$ cat src/rtl/dmmu_trans.sv
// Data-side address translation: two-stage valid/ready pipeline with MIPS32
// segment decode, one TLB search port, and registered exception status.
module dmmu_trans #(
   parameter int TLBNUM = 16
) (
   input  logic                      clk,
   input  logic                      resetn,
   input  logic                      req_valid,
   output logic                      req_ready,
   input  logic [31:0]               req_vaddr,
   input  logic                      req_wr,
   input  logic [7:0]                cp0_asid,
   input  logic                      flush,
   input  logic                      tlb_we,
   output logic [18:0]               s_vpn2,
   output logic                      s_odd_page,
   output logic [7:0]                s_asid,
   input  logic                      s_found,
   input  logic [$clog2(TLBNUM)-1:0] s_index,
   input  logic [19:0]               s_pfn,
   input  logic [2:0]                s_c,
   input  logic                      s_d,
   input  logic                      s_v,
   output logic                      rsp_valid,
   input  logic                      rsp_ready,
   output logic [31:0]               rsp_paddr,
   output logic                      rsp_uncached,
   output logic                      rsp_ex,
   output logic                      rsp_refill,
   output logic [4:0]                rsp_excode,
   output logic [31:0]               rsp_badvaddr
);

   typedef enum logic [4:0] {
      EXC_NONE = 5'd0,
      EXC_MOD  = 5'd1,
      EXC_TLBL = 5'd2,
      EXC_TLBS = 5'd3
   } excode_e;

   logic        a_valid_q, a_valid_d;
   logic [31:0] a_vaddr_q, a_vaddr_d;
   logic        a_wr_q, a_wr_d;

   logic        b_valid_q, b_valid_d;
   logic [31:0] b_paddr_q, b_paddr_d;
   logic        b_uncached_q, b_uncached_d;
   logic        b_ex_q, b_ex_d;
   logic        b_refill_q, b_refill_d;
   excode_e     b_excode_q, b_excode_d;
   logic [31:0] b_badvaddr_q, b_badvaddr_d;

   logic        advance_a, advance_b, accept;
   logic [31:0] n_paddr;
   logic        n_uncached, n_ex, n_refill;
   excode_e     n_excode;
   logic        unused_index;

   assign unused_index = ^s_index;

   assign advance_b = !b_valid_q || rsp_ready;
   assign advance_a = a_valid_q && advance_b && !tlb_we;
   assign req_ready = !flush && (!a_valid_q || advance_a);
   assign accept    = req_valid && req_ready;

   assign s_vpn2     = a_vaddr_q[31:13];
   assign s_odd_page = a_vaddr_q[12];
   assign s_asid     = cp0_asid;

   // Translation of the request currently in stage A.
   always_comb begin
      n_paddr    = '0;
      n_uncached = 1'b0;
      n_ex       = 1'b0;
      n_refill   = 1'b0;
      n_excode   = EXC_NONE;
      if (a_vaddr_q[31:30] == 2'b10) begin
         n_paddr    = {3'b000, a_vaddr_q[28:0]};
         n_uncached = a_vaddr_q[29];
      end else if (!s_found) begin
         n_ex     = 1'b1;
         n_refill = 1'b1;
         n_excode = a_wr_q ? EXC_TLBS : EXC_TLBL;
      end else if (!s_v) begin
         n_ex     = 1'b1;
         n_excode = a_wr_q ? EXC_TLBS : EXC_TLBL;
      end else if (a_wr_q && !s_d) begin
         n_ex     = 1'b1;
         n_excode = EXC_MOD;
      end else begin
         n_paddr    = {s_pfn, a_vaddr_q[11:0]};
         n_uncached = (s_c == 3'd2);
      end
   end

   // Flush wins over every advance; B is refilled from A before A reloads.
   always_comb begin
      a_valid_d    = a_valid_q;
      a_vaddr_d    = a_vaddr_q;
      a_wr_d       = a_wr_q;
      b_valid_d    = b_valid_q;
      b_paddr_d    = b_paddr_q;
      b_uncached_d = b_uncached_q;
      b_ex_d       = b_ex_q;
      b_refill_d   = b_refill_q;
      b_excode_d   = b_excode_q;
      b_badvaddr_d = b_badvaddr_q;
      if (flush) begin
         a_valid_d = 1'b0;
         b_valid_d = 1'b0;
      end else begin
         if (advance_a) begin
            b_valid_d    = 1'b1;
            b_paddr_d    = n_paddr;
            b_uncached_d = n_uncached;
            b_ex_d       = n_ex;
            b_refill_d   = n_refill;
            b_excode_d   = n_excode;
            b_badvaddr_d = a_vaddr_q;
         end else if (advance_b) begin
            b_valid_d = 1'b0;
         end
         if (accept) begin
            a_valid_d = 1'b1;
            a_vaddr_d = req_vaddr;
            a_wr_d    = req_wr;
         end else if (advance_a) begin
            a_valid_d = 1'b0;
         end
      end
   end

   always_ff @(posedge clk) begin
      if (!resetn) begin
         a_valid_q    <= 1'b0;
         a_vaddr_q    <= '0;
         a_wr_q       <= 1'b0;
         b_valid_q    <= 1'b0;
         b_paddr_q    <= '0;
         b_uncached_q <= 1'b0;
         b_ex_q       <= 1'b0;
         b_refill_q   <= 1'b0;
         b_excode_q   <= EXC_NONE;
         b_badvaddr_q <= '0;
      end else begin
         a_valid_q    <= a_valid_d;
         a_vaddr_q    <= a_vaddr_d;
         a_wr_q       <= a_wr_d;
         b_valid_q    <= b_valid_d;
         b_paddr_q    <= b_paddr_d;
         b_uncached_q <= b_uncached_d;
         b_ex_q       <= b_ex_d;
         b_refill_q   <= b_refill_d;
         b_excode_q   <= b_excode_d;
         b_badvaddr_q <= b_badvaddr_d;
      end
   end

   assign rsp_valid    = b_valid_q;
   assign rsp_paddr    = b_paddr_q;
   assign rsp_uncached = b_uncached_q;
   assign rsp_ex       = b_ex_q;
   assign rsp_refill   = b_refill_q;
   assign rsp_excode   = b_excode_q;
   assign rsp_badvaddr = b_badvaddr_q;

endmodule

$ cat config.mk
export PLATFORM = sky130hd
export DESIGN_NAME = dmmu_trans
export DESIGN_NICKNAME = d
export VERILOG_FILES = /design/src/rtl/dmmu_trans.sv
export SDC_FILE = /design/constraint.sdc
export NUM_CORES = 1
export LEC_CHECK = 0
export CORE_UTILIZATION = 55
export CTS_CLUSTER_DIAMETER = 200
export DETAILED_ROUTE_END_ITERATION = 8
export DONT_BUFFER_PORTS = 1
export GPL_TIMING_DRIVEN = 1
export PLACE_DENSITY_LB_ADDON = 0.05
export SYNTH_ARGS = -nofsm -noshare
export SYNTH_HDL_FRONTEND = slang
export SYNTH_SLANG_ARGS = --single-unit
$ cat constraint.sdc
create_clock -name clk -period 4.7 [get_ports clk]
set_clock_uncertainty 0.15 [all_clocks]
set_input_delay 0.94 -clock clk [delete_from_list [all_inputs] [get_ports clk]]
set_output_delay 0.94 -clock clk [all_outputs]
set_load 0.02 [all_outputs]
==> reports/qor.csv <==
metric,value,unit
run status,completed,
Gate power share,4.1,%
total gr overflow,0,
Core ar.,0.00733,mm^2
area of the mapped netlist,0.00423,mm^2
Via density,5.58,
fin. max-slew vios,0,
power share of the sequential group,55.7,%
Placed Instance Area,0.00401,mm^2
Mapped Cells,487,
sink of the worst hold path,rsp_badvaddr[6]$_SDFFE_PN0P_,
diode count,0,
Net Switching,0.000379,W
residual DRC count,0,
Worst-Skew Late Latency,0.36,ns
final instance area,0.00426,mm^2
post-DP HPWL,5760,um
gr usage total,23.0,%
setup TNS,0,ns
Worst Hold Launch,a_vaddr_q[6]$_SDFFE_PN0P_,
hold-critical path depth,2,
Post-Route WL,9070,um
Max-cap violations,0,
area growth from synthesis to layout,0.680,%
Wirelength per Cell,16.7,um
Die Wd,89.7,um
Row Count,31,
number of buffers added for setup after CTS,0,
final hold violations,0,
sequential area share after synthesis,49.2,%
Power Dens Cells,394,mW/mm^2
Leakage,1.66,nW
Critical R2R Capture,a_vaddr_q[17]$_SDFFE_PN0P_,
die area,0.00805,mm^2
CTS sink cnt,104,
CTS tree,built,
Mean Syn Cell Area,8.69,um^2
synthesized flop and latch total,104,
worst endpoint required time,3.61,ns
first-pass GRT wire length,14900,um
Period minus WS final,2.72,ns
ys flop type,dfxtp_1,
clock share of power,40.2,%
Ys Warns,0,
WP data arrival,1.63,ns
Worst R2R Path Depth,5,
share of layout cells above drive strength 1,5.87,%
Slew @ Worst Pin,1.11,ns
initial drt markers,186,
Die Span Y,89.7,um
final period utilization,58.0,%
Internal,0.00130,W
Net Sw Frac,22.6,%
initial antenna violation count,0,
Synth cell types,28,
Critical Path Start Type,input pin,
Async SR Flop Fraction,0,%
RSZ-0062 raised after global routing,false,
CP endpoint kind,output port,
f_max,367,MHz
crit path cell chain,"nor2b_4, o21ai_0, nor2b_1",
Worst path slowest cell,nor2b_1,
worst hold path class,flip-flop to flip-flop,
Initial Utilization,57.7,%
FF-to-FF setup slack,2.12,ns
Setup-failing EPs final,0,
GPL Wtd Cong,0.744,
Clock Path Buffers,2,
Via Count,3022,
PortBufs,0,
"slowest stage delay, CP",0.40,ns
Root Driver,clkbuf_8,
"Gates resized, CTS repair",0,
crit-path max FO,4,
vias in the first global route,2877,
"Reg clk slew, reported paths",0.10,ns
Crit Path Class,input pin to output port,
Post-synth EDFFs,0,
H-tree Lvls,3,
First-pass DRT Iterations,4,
Final Net Count,515,
crit path from,rsp_ready,
# IOs,179,
pin count of the biggest net entering global routing,140,
Max VDD drop,0.169,mV
# hold bufs at CTS,0,
TritonCTS Buffers,9,
DRT antenna net count,0,
Max-slew headroom,25.7,%
r2r startpoint,rsp_valid$_SDFFE_PP0P_,
-- per-stage QoR --
stage / std cells / utilization, % / total power [W] / setup slack, ns / hold slack [ns]
finish: 542 / 58.1 / 0.00168 / 1.98 / 0.315
global route: 542 / 58.1 / 0.00174 / 1.91 / 0.341
CTS: 542 / 58.1 / 0.00170 / 1.98 / 0.316
detailed placement: 526 / 54.7 / 0.00103 / 1.69 / 0.310
global placement: 526 / 54.7 / 0.00102 / 1.69 / 0.298
floorplan: 489 / - / 0.00105 / 2.05 / 0.291
-- cells in the mapped netlist, types with 2 or more instances --
library cell  count  area [um^2]
a21boi_1          3         22.5
dfxtp_1         104         2080
nand2_1         140          526
nor3_4            2         32.5
buf_1             2         7.51
a21oi_1           3         15.0
inv_1             2         7.51
o21ai_0          34          170
mux2i_1          33          330
clkbuf_1         22         82.6
or3_1             2         12.5
nand3_1          17         85.1
a21boi_0         33          248
nand2b_1          2         12.5
nor2_1           18         67.6
buf_4            33          248
a221oi_1         17          149
buf_2             8         40.0
nor2b_1           3         18.8
-- flip-flops by register name, indices dropped and copies added, names as in the netlist --
| name | count |
|---|---|
| a_vaddr_q | 32 |
| rsp_badvaddr | 32 |
| rsp_paddr | 32 |
| rsp_excode | 2 |
| a_valid_q | 1 |
| a_wr_q | 1 |
| rsp_ex | 1 |
| rsp_refill | 1 |
| rsp_uncached | 1 |
| rsp_valid | 1 |
-- per-layer routing --
metal	vias to the layer above	track usage, %	wire [um]	share of wire (%)
met4	0	9.84	148	1.6
met3	13	8.04	821	9.0
met5	-	0	0	0
met1	1394	29.2	3940	43
met2	122	35.6	4170	46
li1	1493	-	-	-
-- critical path: cells and delay by family --
family	cells	cell delay, ns
AND/OR/NAND/NOR	2	0.43
AO/OA/AOI/OAI	1	0.26
-- cell usage in the layout, fill, tap and decap left out, types with 3 or more instances in the layout --
cell type and count:
a21boi_0 33, a21boi_1 3, a21oi_1 3, a221oi_1 17, buf_4 4, bufinv_16 3
clkbuf_8 10, conb_1 3, dfxtp_1 104, mux2i_1 33, nand2_1 140, nand3_1 17
nor2_1 18, o21ai_0 34
-- cells by family (layout without fill, tap and decap cells) --
kind of cell / after synthesis / after routing / synth area share, %
and+or+nand+nor: 189 / 189 / 18.9
DFF: 104 / 104 / 49.2
AOI/OAI and AO/OA: 92 / 92 / 14.6
buffers and inverters: 68 / 22 / 9.37
muxes: 33 / 33 / 7.80
other: 1 / 3 / 0.0886
-- how the worst max path moves through the flow --
stage,to,slack (ns),cells after the start
after global placement,a_vaddr_q[18]$_SDFFE_PN0P_,1.69,5
after floorplan,req_ready,2.05,3
after global routing,a_vaddr_q[20]$_SDFFE_PN0P_,1.91,5
after CTS,req_ready,1.98,3
final,req_ready,1.98,3
after detailed placement,a_vaddr_q[17]$_SDFFE_PN0P_,1.69,5
-- power by group through the flow --
stage          combinational, W  sequential [W]  clock [W]
2_1_floorplan          0.000107        0.000940          0
3_3_place_gp          0.0000675        0.000957          0
3_5_place_dp          0.0000692        0.000957          0
4_1_cts               0.0000694        0.000937   0.000695
5_1_grt               0.0000766        0.000941   0.000725
6_report              0.0000682        0.000937   0.000676
-- final cells by class --
type / count / area, um^2
well taps: 99 / 124
clock buffers: 10 / 138
repair buffers: 4 / 30.0
clock inverters: 6 / 115
inverters: 2 / 7.51
flip-flops and latches: 104 / 2080
multi-input cells: 317 / 1770
fillers: 704 / 3070
(Power assumes the default switching activity.)
